--- src/rtl/serial_loader_if.sv ---
// Host stream, control and serial-bus bundle for serial_loader.
// rb_valid/rb_byte are present only when READBACK_EN is defined.
interface serial_loader_if #(
    parameter int buffer_width = 8
);
    logic                    start;
    logic [2:0]              addr_in;
    logic                    busy;
    logic                    done;
    logic [buffer_width-1:0] byte_in;
    logic                    byte_valid;
    logic                    byte_ready;
    logic                    sclk;
    logic                    sin;
    logic                    ssel;
    logic [2:0]              saddr;
    logic                    sout;
`ifdef READBACK_EN
    logic                    rb_valid;
    logic [buffer_width-1:0] rb_byte;
`endif

    modport slave (
        input  start,
        input  addr_in,
        input  byte_in,
        input  byte_valid,
        input  sout,
`ifdef READBACK_EN
        output rb_valid,
        output rb_byte,
`endif
        output busy,
        output done,
        output byte_ready,
        output sclk,
        output sin,
        output ssel,
        output saddr
    );

    modport master (
        output start,
        output addr_in,
        output byte_in,
        output byte_valid,
        output sout,
`ifdef READBACK_EN
        input  rb_valid,
        input  rb_byte,
`endif
        input  busy,
        input  done,
        input  byte_ready,
        input  sclk,
        input  sin,
        input  ssel,
        input  saddr
    );
endinterface

--- src/rtl/serial_loader.sv ---
// Serial load master: streams buffer_size bytes MSB-first into the addressed buffer chain.
// Optional READBACK_EN captures sout on each sclk rise into rb_byte/rb_valid.
module serial_loader #(
    parameter int buffer_size  = 12,
    parameter int buffer_width = 8,
    parameter int CLK_DIV      = 2
) (
    input  logic           clk,
    input  logic           reset,
    serial_loader_if.slave bus
);
    localparam int BIT_W  = $clog2(buffer_width + 1);
    localparam int BYTE_W = $clog2(buffer_size + 1);

    typedef enum logic [2:0] {
        IDLE,
        SETUP,
        FETCH,
        SHIFT_LO,
        SHIFT_HI,
        TAIL
    } state_t;

    state_t                  state;
    state_t                  state_nx;
    logic [7:0]              div_cnt;
    logic [buffer_width-1:0] shift;
    logic [BIT_W-1:0]        bit_cnt;
    logic [BYTE_W-1:0]       byte_cnt;
    logic [2:0]              saddr_r;
    logic                    done_r;

    logic div_last;
    logic accept;
    logic xfer;
    logic bit_end;
    logic byte_end;
    logic frame_end;

    assign div_last  = div_cnt == 8'(CLK_DIV - 1);
    assign accept    = state == IDLE && bus.start && !done_r;
    assign xfer      = state == FETCH && bus.byte_valid;
    assign bit_end   = state == SHIFT_HI && div_last;
    assign byte_end  = bit_end
                    && bit_cnt == BIT_W'(buffer_width - 1);
    assign frame_end = byte_end
                    && byte_cnt == BYTE_W'(buffer_size - 1);

    always_ff @(posedge clk) begin
        if (reset) state <= IDLE;
        else       state <= state_nx;
    end

    always_comb begin
        state_nx = state;
        unique case (state)
            IDLE:     if (accept)     state_nx = SETUP;
            SETUP:    if (div_last)   state_nx = FETCH;
            FETCH:    if (xfer)       state_nx = SHIFT_LO;
            SHIFT_LO: if (div_last)   state_nx = SHIFT_HI;
            SHIFT_HI: begin
                if (frame_end)        state_nx = TAIL;
                else if (byte_end)    state_nx = FETCH;
                else if (bit_end)     state_nx = SHIFT_LO;
            end
            TAIL:     if (div_last)   state_nx = IDLE;
            default:                  state_nx = IDLE;
        endcase
    end

    always_ff @(posedge clk) begin
        if (reset) begin
            div_cnt  <= '0;
            shift    <= '0;
            bit_cnt  <= '0;
            byte_cnt <= '0;
            saddr_r  <= '0;
            done_r   <= 1'b0;
        end else begin
            done_r  <= state == TAIL && div_last;
            div_cnt <= (state_nx != state) ? '0 : div_cnt + 8'd1;
            if (accept) begin
                saddr_r  <= bus.addr_in;
                byte_cnt <= '0;
            end
            if (xfer) begin
                shift   <= bus.byte_in;
                bit_cnt <= '0;
            end
            if (bit_end) begin
                shift   <= shift << 1;
                bit_cnt <= bit_cnt + 1'b1;
            end
            if (byte_end) byte_cnt <= byte_cnt + 1'b1;
        end
    end

    // shift is all-zero outside a byte, so sin idles low
    assign bus.busy       = state != IDLE;
    assign bus.ssel       = state != IDLE;
    assign bus.byte_ready = state == FETCH;
    assign bus.sclk       = state == SHIFT_HI;
    assign bus.sin        = shift[buffer_width-1];
    assign bus.saddr      = saddr_r;
    assign bus.done       = done_r;

`ifdef READBACK_EN
    logic [buffer_width-1:0] rb_shift;
    logic [buffer_width-1:0] rb_next;
    logic [buffer_width-1:0] rb_byte_r;
    logic                    rb_valid_r;

    always_comb begin
        rb_next = rb_shift;
        if (state == SHIFT_HI && div_cnt == '0)
            rb_next = {rb_shift[buffer_width-2:0], bus.sout};
    end

    always_ff @(posedge clk) begin
        if (reset) begin
            rb_shift   <= '0;
            rb_byte_r  <= '0;
            rb_valid_r <= 1'b0;
        end else begin
            rb_shift   <= rb_next;
            rb_valid_r <= byte_end;
            if (byte_end) rb_byte_r <= rb_next;
        end
    end

    assign bus.rb_valid = rb_valid_r;
    assign bus.rb_byte  = rb_byte_r;
`endif
endmodule

--- src/flat_wrapper.sv ---
// flat-port wrapper written by rule: the top's interface ports become plain ports
module serial_loader_flat 
#(
    parameter int buffer_size  = 12,
    parameter int buffer_width = 8,
    parameter int CLK_DIV      = 2
)
  (clk, reset, bus_start, bus_addr_in, bus_byte_in, bus_byte_valid, bus_sout, bus_busy, bus_done, bus_byte_ready, bus_sclk, bus_sin, bus_ssel, bus_saddr);
  serial_loader_if #(.buffer_width(buffer_width)) bus_i ();
  input  logic clk;
  input  logic reset;
  input wire logic [$bits(bus_i.start)-1:0] bus_start;
  input wire logic [$bits(bus_i.addr_in)-1:0] bus_addr_in;
  input wire logic [$bits(bus_i.byte_in)-1:0] bus_byte_in;
  input wire logic [$bits(bus_i.byte_valid)-1:0] bus_byte_valid;
  input wire logic [$bits(bus_i.sout)-1:0] bus_sout;
  output wire logic [$bits(bus_i.busy)-1:0] bus_busy;
  output wire logic [$bits(bus_i.done)-1:0] bus_done;
  output wire logic [$bits(bus_i.byte_ready)-1:0] bus_byte_ready;
  output wire logic [$bits(bus_i.sclk)-1:0] bus_sclk;
  output wire logic [$bits(bus_i.sin)-1:0] bus_sin;
  output wire logic [$bits(bus_i.ssel)-1:0] bus_ssel;
  output wire logic [$bits(bus_i.saddr)-1:0] bus_saddr;
  assign bus_i.start = bus_start;
  assign bus_i.addr_in = bus_addr_in;
  assign bus_i.byte_in = bus_byte_in;
  assign bus_i.byte_valid = bus_byte_valid;
  assign bus_i.sout = bus_sout;
  assign bus_busy = bus_i.busy;
  assign bus_done = bus_i.done;
  assign bus_byte_ready = bus_i.byte_ready;
  assign bus_sclk = bus_i.sclk;
  assign bus_sin = bus_i.sin;
  assign bus_ssel = bus_i.ssel;
  assign bus_saddr = bus_i.saddr;
  serial_loader #(.buffer_size(buffer_size), .buffer_width(buffer_width), .CLK_DIV(CLK_DIV)) u_core (.clk(clk), .reset(reset), .bus(bus_i));
endmodule
--- config.mk ---
export PLATFORM = sky130hd
export DESIGN_NAME = serial_loader_flat
export DESIGN_NICKNAME = d
export VERILOG_FILES = /design/src/rtl/serial_loader_if.sv /design/src/rtl/serial_loader.sv /design/src/flat_wrapper.sv
export SDC_FILE = /design/constraint.sdc
export NUM_CORES = 1
export LEC_CHECK = 0
export CORE_ASPECT_RATIO = 0.6
export CORE_UTILIZATION = 40
export CTS_CLUSTER_DIAMETER = 50
export DETAILED_ROUTE_END_ITERATION = 6
export PLACE_DENSITY = 0.74
export SYNTH_ARGS = -nofsm -noshare
export SYNTH_HDL_FRONTEND = slang
export SYNTH_SLANG_ARGS = --single-unit
--- constraint.sdc ---
create_clock -name clk -period 4.1 [get_ports clk]
set_input_delay 1.025 -clock clk [delete_from_list [all_inputs] [get_ports clk]]
set_output_delay 1.025 -clock clk [all_outputs]
set_load 0.005 [all_outputs]
Word-level counts from Yosys, hierarchy flattened
Cells that the tools add are included.
W data, S select, Z words.
{ "totals": {"reg_bits": 31, "wordCells": 49} }
{ "op_classes": {"n_eq_ne": 9, "addsub": 3, "muxes": 15, "n_reduce_logical": 14} }
{ "ops": {"columns": ["op", "count"], "rows": [
  ["$mux W3", 8],
  ["$pmux W3 S6", 1],
  ["$mux W4", 4],
  ["$mux W8", 2],
  ["$add A4 B1 Y4 const B", 2],
  ["$add A8 B1 Y8 const B", 1],
  ["$eq A8 B1 Y1 const B", 1],
  ["$logic_and A1 B1 Y1", 7],
  ["$eq A3 B2 Y1 const B", 2],
  ["$eq A3 B3 Y1 const B", 2],
  ["$eq A4 B3 Y1 const B", 1],
  ["$eq A4 B4 Y1 const B", 1],
  ["$reduce_bool A2 Y1", 2],
  ["$reduce_or A2 Y1", 2],
  ["$eq A3 B1 Y1 const B", 1],
  ["$logic_not A3 Y1", 1],
  ["$ne A3 B3 Y1", 1],
  ["$reduce_bool A3 Y1", 1],
  ["$logic_not A1 Y1", 1]
]} }

Longest topological paths before layout
Gate-level depths: netlist of run 1.
{ "depth": {"word_depth": 8, "mapped_depth": 7, "ltp_nobuf": 6} }

Worst setup path before layout of run 1
Ideal clock, no wire load.
{ "synth_path": {"kind": "input to register", "start": "input port bus_start", "end": "register u_core.div_cnt[2]", "required_ps": 3966, "t_arrival_ps": 1985, "slack_ps": 1981, "stages": 4, "n_path_buf": 0, "path_cell_list": "or3b_2 -> a211o_1 -> o311ai_4 -> nor3_1"} }
{ "synth_between": {"elab_chain_len": 6} }
{ "synth_rtl": {"columns": ["item", "line_no", "rtl"], "rows": [
  ["start: declaration", "flat_wrapper.sv:12", "input wire logic [$bits(bus_i.start)-1:0] bus_start;"],
  ["$logic_and A1 B1 Y1 (2 in a row)", "serial_loader.sv:41", "assign accept = state == IDLE && bus.start && !done_r;"],
  ["$mux W3", "serial_loader.sv:57", "IDLE: if (accept) state_nx = SETUP;"],
  ["$pmux W3 S6", "serial_loader.sv:56", "unique case (state)"],
  ["$ne A3 B3 Y1", "serial_loader.sv:81", "div_cnt <= (state_nx != state) ? '0 : div_cnt + 8'd1;"],
  ["$reduce_or A2 Y1 (no line)", null, null],
  ["end signal: assignment", "serial_loader.sv:81", null],
  ["end: declaration", "serial_loader.sv:26", "logic [7:0] div_cnt;"]
]} }
Every way passes these cells.
A chain may end at the register's enable or synchronous reset.

Final worst setup path of run 1
{ "layout_path": {"start": "register u_core.state[2]", "end": "output port bus_sclk"} }
{ "layout_between": {"elab_chain_len": 1} }
{ "layout_rtl": {"columns": ["item", "line_no", "rtl"], "rows": [
  ["start: declaration", "serial_loader.sv:24", "state_t state;"],
  ["start signal: assignment", "serial_loader.sv:51", "else state <= state_nx;"],
  ["$eq A3 B3 Y1", "serial_loader.sv:102", "assign bus.sclk = state == SHIFT_HI;"],
  ["end: declaration", "flat_wrapper.sv:20", "output wire logic [$bits(bus_i.sclk)-1:0] bus_sclk;"]
]} }
Every way passes these cells.

==> results.json, run 1 <==
{
  "hp-class": "register to register",
  "synth-main-ff-cell": "dfxtp_1",
  "vias": 1284,
  "critPathArrivalTime_ns": 1.83,
  "rows": 17,
  "timing.fmax_mhz": 350,
  "status": "finished with violations",
  "layout.nets": 214,
  "syn_nets": 192,
  "syn_avg_cell_area_um2": 9.37,
  "setup_slack_ns": 1.24,
  "period_share_pct": 69.7,
  "max_slew_margin_pct": 62.5,
  "ys.warnings.count": 0,
  "cts_root_buf": "clkbuf_8",
  "p_leak_uw": 0.000695,
  "antenna_found_initial": 0,
  "chipHeight_um": 51.2,
  "dieWidth_um": 83.9,
  "cts_hold_buffers": 0,
  "finClkSkew_ns": 0.00897,
  "start_util_pct": 42.8,
  "vdd_drop_max_v": 0.000138,
  "async_flop_share_pct": 0,
  "antenna_left": 0,
  "synth_cells": 172,
  "grt_pass1_wl_mm": 5.52,
  "end_kind": "output port",
  "ff_latch_area_um2": 621,
  "pre_cts_ws_ns": 1.42,
  "synth_area_um2": 1610,
  "grt_usage_pct": 16.6,
  "path_max_fanout": 8,
  "min_to": "u_core.byte_cnt[0]$_SDFFE_PP0P_",
  "wl_per_cell_um": 13.0,
  "grt_max_degree": 25,
  "dp_hpwl_mm": 2.19,
  "yosysUniqueCellTypes": 47,
  "clockBufferDepth": 2,
  "synth-seq-cells": 31,
  "n_antenna_cell": 0,
  "drt-initial-drc-count": 72,
  "grt_setup_unrepaired": "no",
  "startpoint_type": "register",
  "p_per_area_nw_per_um2": 365,
  "p_total_uw": 713,
  "ys_seq_area_share_pct": 38.5,
  "n_fill_cell": 344,
  "die_area_um2": 4300,
  "syn_to_final_growth_pct": 21.3,
  "tightest_slew_ns": 0.559,
  "fin_setup_tns_ns": 0,
  "min_path_cells": 2,
  "grt_pass1_vias": 1172,
  "clk_latency_ns": 0.28,
  "maxCapViolCount": 0,
  "place_congestion": 0.735,
  "cts.sinks": 31,
  "pin_count": 25,
  "drive_above_1_share_pct": 11.8,
  "cts_tree": "yes",
  "cts_resized": 0,
  "multiInputGateArea_um2": 896,
  "r2r_start": "u_core.div_cnt[0]$_SDFF_PP0_",
  "setup_viol": 0,
  "crit_type": "register to output port",
  "min_period_ns": 2.86,
  "postCtsSetupBuffers": 0,
  "worstReg2RegEnd": "u_core.div_cnt[2]$_SDFF_PP0_",
  "synth_edf_count": 0,
  "cts_buffers": 5,
  "finalHoldViolations": 0,
  "htreeDepth": 2,
  "drv_slew": 0,
  "r2r_cells": 5,
  "violations": "design-rule violations",
  "cts.reportedPaths.clkPinSlew_ns": 0.07,
  "viasPerCell": 5.31,
  "r2r_setup_slack_ns": 2.19,
  "min_from": "u_core.byte_cnt[0]$_SDFFE_PP0P_",
  "dr.pass1.iters": 6,
  "io_buffers": 23,
  "crit_required_ns": 3.07,
  "grt_overflow": 0,
  "route.detailed.drc": 3,
  "routed_wl_mm": 3.15,
  "coreArea_um2": 3760
}
## sequential cells by signal, indices dropped and copies added (netlist names)
name and cells:
u_core.div_cnt 8, u_core.bus.saddr 3, u_core.bus.done 1, u_core.byte_cnt 4
u_core.state 3, u_core.bit_cnt 4, u_core.shift 8
## cell families after synthesis
family / after synthesis / synth area share, %
multiplexers: 12 / 7.45
buffers and inverters: 14 / 6.29
AO/OA/AOI/OAI: 28 / 12.2
adder cells (fa/ha/maj): 4 / 3.11
XOR/XNOR: 6 / 3.26
AND/OR/NAND/NOR: 77 / 29.2
flip-flops: 31 / 38.5
## cells in the final DEF, fill, tap and decap left out, types with 5 or more instances in the layout
master,instances
dfxtp_1,31
a211oi_1,7
a21oi_1,8
o21ai_1,5
nor2_1,20
xor2_1,5
clkdlybuf4s50_1,23
nand2_1,7
nor3_1,5
clkbuf_8,6
mux2i_1,12
nand3_1,13
nand3b_1,6
## per-layer routing
layer | vias to the layer above | GRT usage [%] | wire length [um]
met5 | - | 0 | 0
met4 | 0 | 4.31 | 0
met3 | 0 | 6.30 | 158
met2 | 20 | 24.7 | 1260
met1 | 594 | 22.5 | 1730
li1 | 670 | - | -
## Yosys cell counts, types with 5 or more instances
| library cell | instances | area (um2) |
|---|---|---|
| a21oi_1 | 8 | 40.0 |
| nand3_1 | 13 | 65.1 |
| a211oi_1 | 7 | 52.6 |
| dfxtp_1 | 31 | 621 |
| nor3_1 | 5 | 25.0 |
| o21ai_1 | 5 | 25.0 |
| mux2i_1 | 12 | 120 |
| nand3b_1 | 6 | 45.0 |
| nor2_1 | 20 | 75.1 |
| xor2_1 | 5 | 43.8 |
| nand2_1 | 7 | 26.3 |
## worst max-delay path by stage
stage                                           from                           end  slack, ns  cells after the start
after floorplan                            bus_start  u_core.div_cnt[2]$_SDFF_PP0_       1.98                      4
after global placement                     bus_start  u_core.div_cnt[2]$_SDFF_PP0_       1.41                      5
after detailed placement                   bus_start  u_core.div_cnt[2]$_SDFF_PP0_       1.42                      5
after CTS                 u_core.state[2]$_SDFF_PP0_                      bus_sclk       1.23                      3
after global routing      u_core.state[2]$_SDFF_PP0_                      bus_sclk       1.15                      3
final                     u_core.state[2]$_SDFF_PP0_                      bus_sclk       1.24                      3
## layout make-up
cell class              count  area share (%)
clock buffers               6            4.23
multi-input cells         127            45.8
repair buffers             25            12.5
well taps                  47            3.01
clock inverters             2            1.79
inverters                   4           0.832
flip-flops and latches     31            31.8
## per-stage QoR
stage | utilization, % | instances | instance area (um2) | hold WS, ns
CTS | 51.9 | 242 | 1950 | 0.496
floorplan | - | 172 | 1610 | 0.461
finish | 51.9 | 242 | 1950 | 0.496
global route | 51.9 | 242 | 1950 | 0.511
detailed placement | 48.8 | 234 | 1840 | 0.486
global placement | 48.8 | 234 | 1840 | 0.474
## power by group
group / switching [uW] / internal, uW
clock: 116 / 197
sequential: 10.3 / 309
combinational: 37.5 / 43.4
total: 164 / 549
## worst max-delay path, cell delays in order, from the launching register on
cell and delay [ns]:
dfxtp_1 0.48, or3b_4 0.47, clkinv_2 0.10, clkdlybuf4s50_1 0.50
Power figures use the tool's default switching activity.
==> run 2: changes to the inputs <==
--- a/config.mk
+++ b/config.mk
@@ -9,7 +9,7 @@
 export CORE_UTILIZATION = 40
 export CTS_CLUSTER_DIAMETER = 50
 export DETAILED_ROUTE_END_ITERATION = 6
-export PLACE_DENSITY = 0.74
+export PLACE_DENSITY = 0.77
 export SYNTH_ARGS = -nofsm -noshare
 export SYNTH_HDL_FRONTEND = slang
 export SYNTH_SLANG_ARGS = --single-unit
==> constraint.sdc (replaced) <==
create_clock -name clk -period 2.6 [get_ports clk]
set_input_delay 0.65 -clock clk [delete_from_list [all_inputs] [get_ports clk]]
set_output_delay 0.65 -clock clk [all_outputs]
set_load 0.005 [all_outputs]
==> results.json, run 2 (same netlist as run 1, synthesis figures left out) <==
{
  "grt_usage_pct": 16.3,
  "fin_setup_tns_ns": 0,
  "setup_slack_ns": 0.119,
  "min_period_ns": 2.48,
  "fin_cells": 244,
  "period_share_pct": 95.4,
  "worstReg2RegEnd": "u_core.div_cnt[2]$_SDFF_PP0_",
  "postCtsSetupBuffers": 0,
  "r2r_cells": 5,
  "path_max_fanout": 13,
  "n_antenna_cell": 0,
  "chipHeight_um": 51.2,
  "dpl.cell_count": 236,
  "n_fill_cell": 356,
  "finalHoldViolations": 0,
  "cts_buffers": 5,
  "drv_slew": 0,
  "clk_latency_ns": 0.29,
  "p_per_area_nw_per_um2": 575,
  "rows": 17,
  "start_util_pct": 42.8,
  "dr.pass1.iters": 6,
  "htreeDepth": 2,
  "grt_max_degree": 24,
  "die_area_um2": 4300,
  "io_buffers": 23,
  "final_common_cell": "dfxtp_1",
  "routed_wl_mm": 3.26,
  "hp-class": "register to register",
  "drt-initial-drc-count": 75,
  "route.detailed.drc": 3,
  "wl_per_cell_um": 13.4,
  "vdd_drop_max_v": 0.000356,
  "slowest_delay_ns": 0.50,
  "cts.sinks": 31,
  "drive_above_1_share_pct": 12.7,
  "startpoint_type": "register",
  "r2r_setup_slack_ns": 0.72,
  "crit_required_ns": 1.95,
  "cts_resized": 0,
  "tightest_slew_ns": 0.558,
  "critPathArrivalTime_ns": 1.83,
  "layout.nets": 216,
  "pre_cts_ws_ns": 0.301,
  "finClkSkew_ns": 0.00892,
  "antenna_found_initial": 0,
  "path_cells": "or3b_4 > clkinv_2 > clkdlybuf4s50_1",
  "place_congestion": 0.766,
  "max_slew_margin_pct": 62.5,
  "maxCapViolCount": 0,
  "cts_hold_buffers": 0,
  "syn_to_final_growth_pct": 22.2,
  "crit_type": "register to output port",
  "status": "finished with violations",
  "reg_top3": "u_core.div_cnt x8, u_core.shift x8",
  "min_from": "u_core.byte_cnt[1]$_SDFFE_PP0P_",
  "pin_count": 25,
  "stdcell_area_um2": 1970,
  "cts.reportedPaths.clkPinSlew_ns": 0.07,
  "viasPerCell": 5.20,
  "place_area_um2": 1850,
  "min_to": "u_core.byte_cnt[1]$_SDFFE_PP0P_",
  "setup_viol": 0,
  "final_cell_mix": "dfxtp_1 (31), clkdlybuf4s50_1 (23), nor2_1 (20), nand3_1 (13), mux2i_1 (12)",
  "cts_tree": "yes",
  "coreArea_um2": 3760,
  "grt_pass1_wl_mm": 5.35,
  "grt_setup_unrepaired": "no",
  "crit_slowest_cell": "or3b_4",
  "min_path_cells": 2,
  "dp_hpwl_mm": 2.34,
  "antenna_left": 0,
  "end_kind": "output port",
  "grt_overflow": 0,
  "grt_pass1_vias": 1170,
  "vias": 1270,
  "p_leak_uw": 0.000705,
  "dieWidth_um": 83.9,
  "timing.fmax_mhz": 403,
  "cts_root_buf": "clkbuf_8",
  "violations": "design-rule violations",
  "r2r_start": "u_core.div_cnt[0]$_SDFF_PP0_",
  "clockBufferDepth": 2
}
-- run 2: worst max-delay path by stage --
stage / start / endpoint / slack, ns
global placement: bus_start / u_core.div_cnt[2]$_SDFF_PP0_ / 0.30
global route: u_core.state[1]$_SDFF_PP0_ / bus_sclk / 0.07
floorplan: bus_start / u_core.div_cnt[2]$_SDFF_PP0_ / 0.86
CTS: u_core.state[1]$_SDFF_PP0_ / bus_sclk / 0.12
finish: u_core.state[1]$_SDFF_PP0_ / bus_sclk / 0.12
detailed placement: bus_start / u_core.div_cnt[2]$_SDFF_PP0_ / 0.30
-- run 2: layer usage --
layer  GRT usage (%)  vias to the layer above  part of all wire [%]
met1            22.9                      573                    55
met3            5.17                        3                   4.1
met5               0                        -                     0
li1                -                      671                     -
met4            6.03                        0                  0.89
met2            23.2                       23                    40
-- run 2: layout make-up --
| cell class | instances | area, um2 | share of cell area, % |
|---|---|---|---|
| Clock buffer | 6 | 82.6 | 4.19 |
| Clock inverter | 2 | 35.0 | 1.78 |
| Inverter | 4 | 16.3 | 0.826 |
| Multi-Input combinational cell | 127 | 896 | 45.5 |
| Sequential cell | 31 | 621 | 31.5 |
| Tap cell | 47 | 58.8 | 2.99 |
| Timing Repair Buffer | 27 | 260 | 13.2 |
-- run 2: where the power goes --
group | switching [uW] | leakage (uW) | internal (uW)
Sequential | 12.6 | 0.000251 | 488
Combinational | 65.2 | 0.000393 | 71.1
Clock | 186 | 0.0000612 | 310
-- run 2: critical path: cells and delay by family (launching register included) --
kind / cells / cell delay [ns]
buffers and inverters: 2 / 0.61
and+or+nand+nor: 1 / 0.50
DFF: 1 / 0.43
-- run 2: stage by stage --
step | total power [uW] | utilization, % | hold WS [ns]
after floorplan | 601 | - | 0.461
after global placement | 645 | 49.2 | 0.474
after detailed placement | 648 | 49.2 | 0.486
after CTS | 1140 | 52.3 | 0.495
after global routing | 1180 | 52.3 | 0.517
final | 1130 | 52.3 | 0.496
==> run 3: changes to the inputs <==
--- a/config.mk
+++ b/config.mk
@@ -10,6 +10,7 @@
 export CTS_CLUSTER_DIAMETER = 50
 export DETAILED_ROUTE_END_ITERATION = 6
 export PLACE_DENSITY = 0.77
+export SETUP_SLACK_MARGIN = 0.1
 export SYNTH_ARGS = -nofsm -noshare
 export SYNTH_HDL_FRONTEND = slang
 export SYNTH_SLANG_ARGS = --single-unit
==> results.json, run 3 (same netlist as run 1, synthesis figures left out) <==
{
  "stdcell_area_um2": 1970,
  "p_per_area_nw_per_um2": 575,
  "reg_top3": "u_core.div_cnt x8, u_core.shift x8",
  "cts_buffers": 5,
  "min_period_ns": 2.40,
  "hp-class": "register to register",
  "max_slew_margin_pct": 62.5,
  "syn_to_final_growth_pct": 22.3,
  "place_congestion": 0.766,
  "violations": "design-rule violations",
  "grt_pass1_vias": 1170,
  "place_area_um2": 1850,
  "grt_setup_unrepaired": "no",
  "dieWidth_um": 83.9,
  "io_buffers": 23,
  "n_antenna_cell": 0,
  "vias": 1270,
  "grt_max_degree": 24,
  "dr.pass1.iters": 6,
  "die_area_um2": 4300,
  "rows": 17,
  "crit_slowest_cell": "clkdlybuf4s50_1",
  "tightest_slew_ns": 0.558,
  "coreArea_um2": 3760,
  "drv_slew": 0,
  "critPathArrivalTime_ns": 1.75,
  "status": "finished with violations",
  "crit_required_ns": 1.95,
  "grt_overflow": 0,
  "period_share_pct": 92.4,
  "cts_hold_buffers": 0,
  "htreeDepth": 2,
  "routed_wl_mm": 3.26,
  "final_common_cell": "dfxtp_1",
  "maxCapViolCount": 0,
  "n_fill_cell": 356,
  "dp_hpwl_mm": 2.34,
  "path_cells": "or3b_4 > clkinv_2 > clkdlybuf4s50_1",
  "wl_per_cell_um": 13.4,
  "grt_usage_pct": 16.3,
  "route.detailed.drc": 3,
  "clk_latency_ns": 0.29,
  "final_cell_mix": "dfxtp_1 (30), clkdlybuf4s50_1 (23), nor2_1 (20), nand3_1 (13), mux2i_1 (12)",
  "layout.nets": 216,
  "multiInputGateArea_um2": 896,
  "grt_pass1_wl_mm": 5.35,
  "antenna_left": 0,
  "antenna_found_initial": 0,
  "chipHeight_um": 51.2,
  "startpoint_type": "register",
  "cts_root_buf": "clkbuf_8",
  "setup_viol": 0,
  "finClkSkew_ns": 0.00892,
  "path_max_fanout": 13,
  "cts.sinks": 31,
  "p_leak_uw": 0.000706,
  "ff_latch_area_um2": 622,
  "start_util_pct": 42.8,
  "cts.reportedPaths.clkPinSlew_ns": 0.07,
  "cts_tree": "yes",
  "slowest_delay_ns": 0.50,
  "drive_above_1_share_pct": 13.2,
  "end_kind": "output port",
  "finalHoldViolations": 0,
  "drt-initial-drc-count": 75,
  "pin_count": 25,
  "timing.fmax_mhz": 416,
  "crit_type": "register to output port",
  "viasPerCell": 5.20,
  "fin_setup_tns_ns": 0,
  "vdd_drop_max_v": 0.000356,
  "clockBufferDepth": 2
}
## run 3: cell counts in the layout (fill, tap and decap cells not counted)
Identical to the previous run, type by type.
## run 3: final cells by class
class / instances / area share (%)
multi-input cells: 127 / 45.5
flip-flops and latches: 31 / 31.6
repair buffers: 27 / 13.2
clock buffers: 6 / 4.19
well taps: 47 / 2.98
clock inverters: 2 / 1.78
inverters: 4 / 0.825
## run 3: per-stage QoR
| stage | instances | utilization (%) | hold slack (ns) | setup WS (ns) | power [uW] |
|---|---|---|---|---|---|
| after floorplan | 172 | - | 0.461 | 0.856 | 601 |
| after detailed placement | 236 | 49.2 | 0.486 | 0.301 | 648 |
| final | 244 | 52.3 | 0.496 | 0.197 | 1130 |
| after global placement | 236 | 49.2 | 0.474 | 0.301 | 645 |
| after global routing | 244 | 52.3 | 0.517 | 0.153 | 1180 |
| after CTS | 244 | 52.3 | 0.495 | 0.119 | 1140 |
## run 3: final timing paths
path | start | endpoint | slack, ns | cells after the start
min reg2reg | u_core.byte_cnt[1]$_SDFFE_PP0P_ | u_core.byte_cnt[1]$_SDFFE_PP0P_ | 0.50 | 2
max reg2reg | u_core.div_cnt[0]$_SDFF_PP0_ | u_core.div_cnt[2]$_SDFF_PP0_ | 0.72 | 5
max | u_core.state[1]$_SDFF_PP0_ | bus_sclk | 0.20 | 3
min | u_core.byte_cnt[1]$_SDFFE_PP0P_ | u_core.byte_cnt[1]$_SDFFE_PP0P_ | 0.50 | 2
## run 3: timing repair
action                                  in CTS  in global routing
setup buffers                                0                  0
resized for setup                            0                  1
endpoints found under the setup margin       0                  1
## run 3: power breakdown
group / switching [uW] / total [uW] / internal (uW)
combinational: 65.2 / 136 / 71.1
clock: 186 / 496 / 310
sequential: 12.6 / 501 / 488
total: 263 / 1130 / 869
## run 3: critical path, delay by kind of cell (launching register included)
kind                   cells  cell delay (ns)
and+or+nand+nor            1             0.47
DFF                        1             0.39
buffers and inverters      2             0.61
## run 3: per-layer routing
metal / vias to the layer above / GRT usage [%] / share of wire, %
met5: - / 0 / 0
met4: 0 / 6.03 / 0.89
met3: 3 / 5.17 / 4.1
met2: 23 / 23.2 / 40
met1: 573 / 22.9 / 55
li1: 671 / - / -
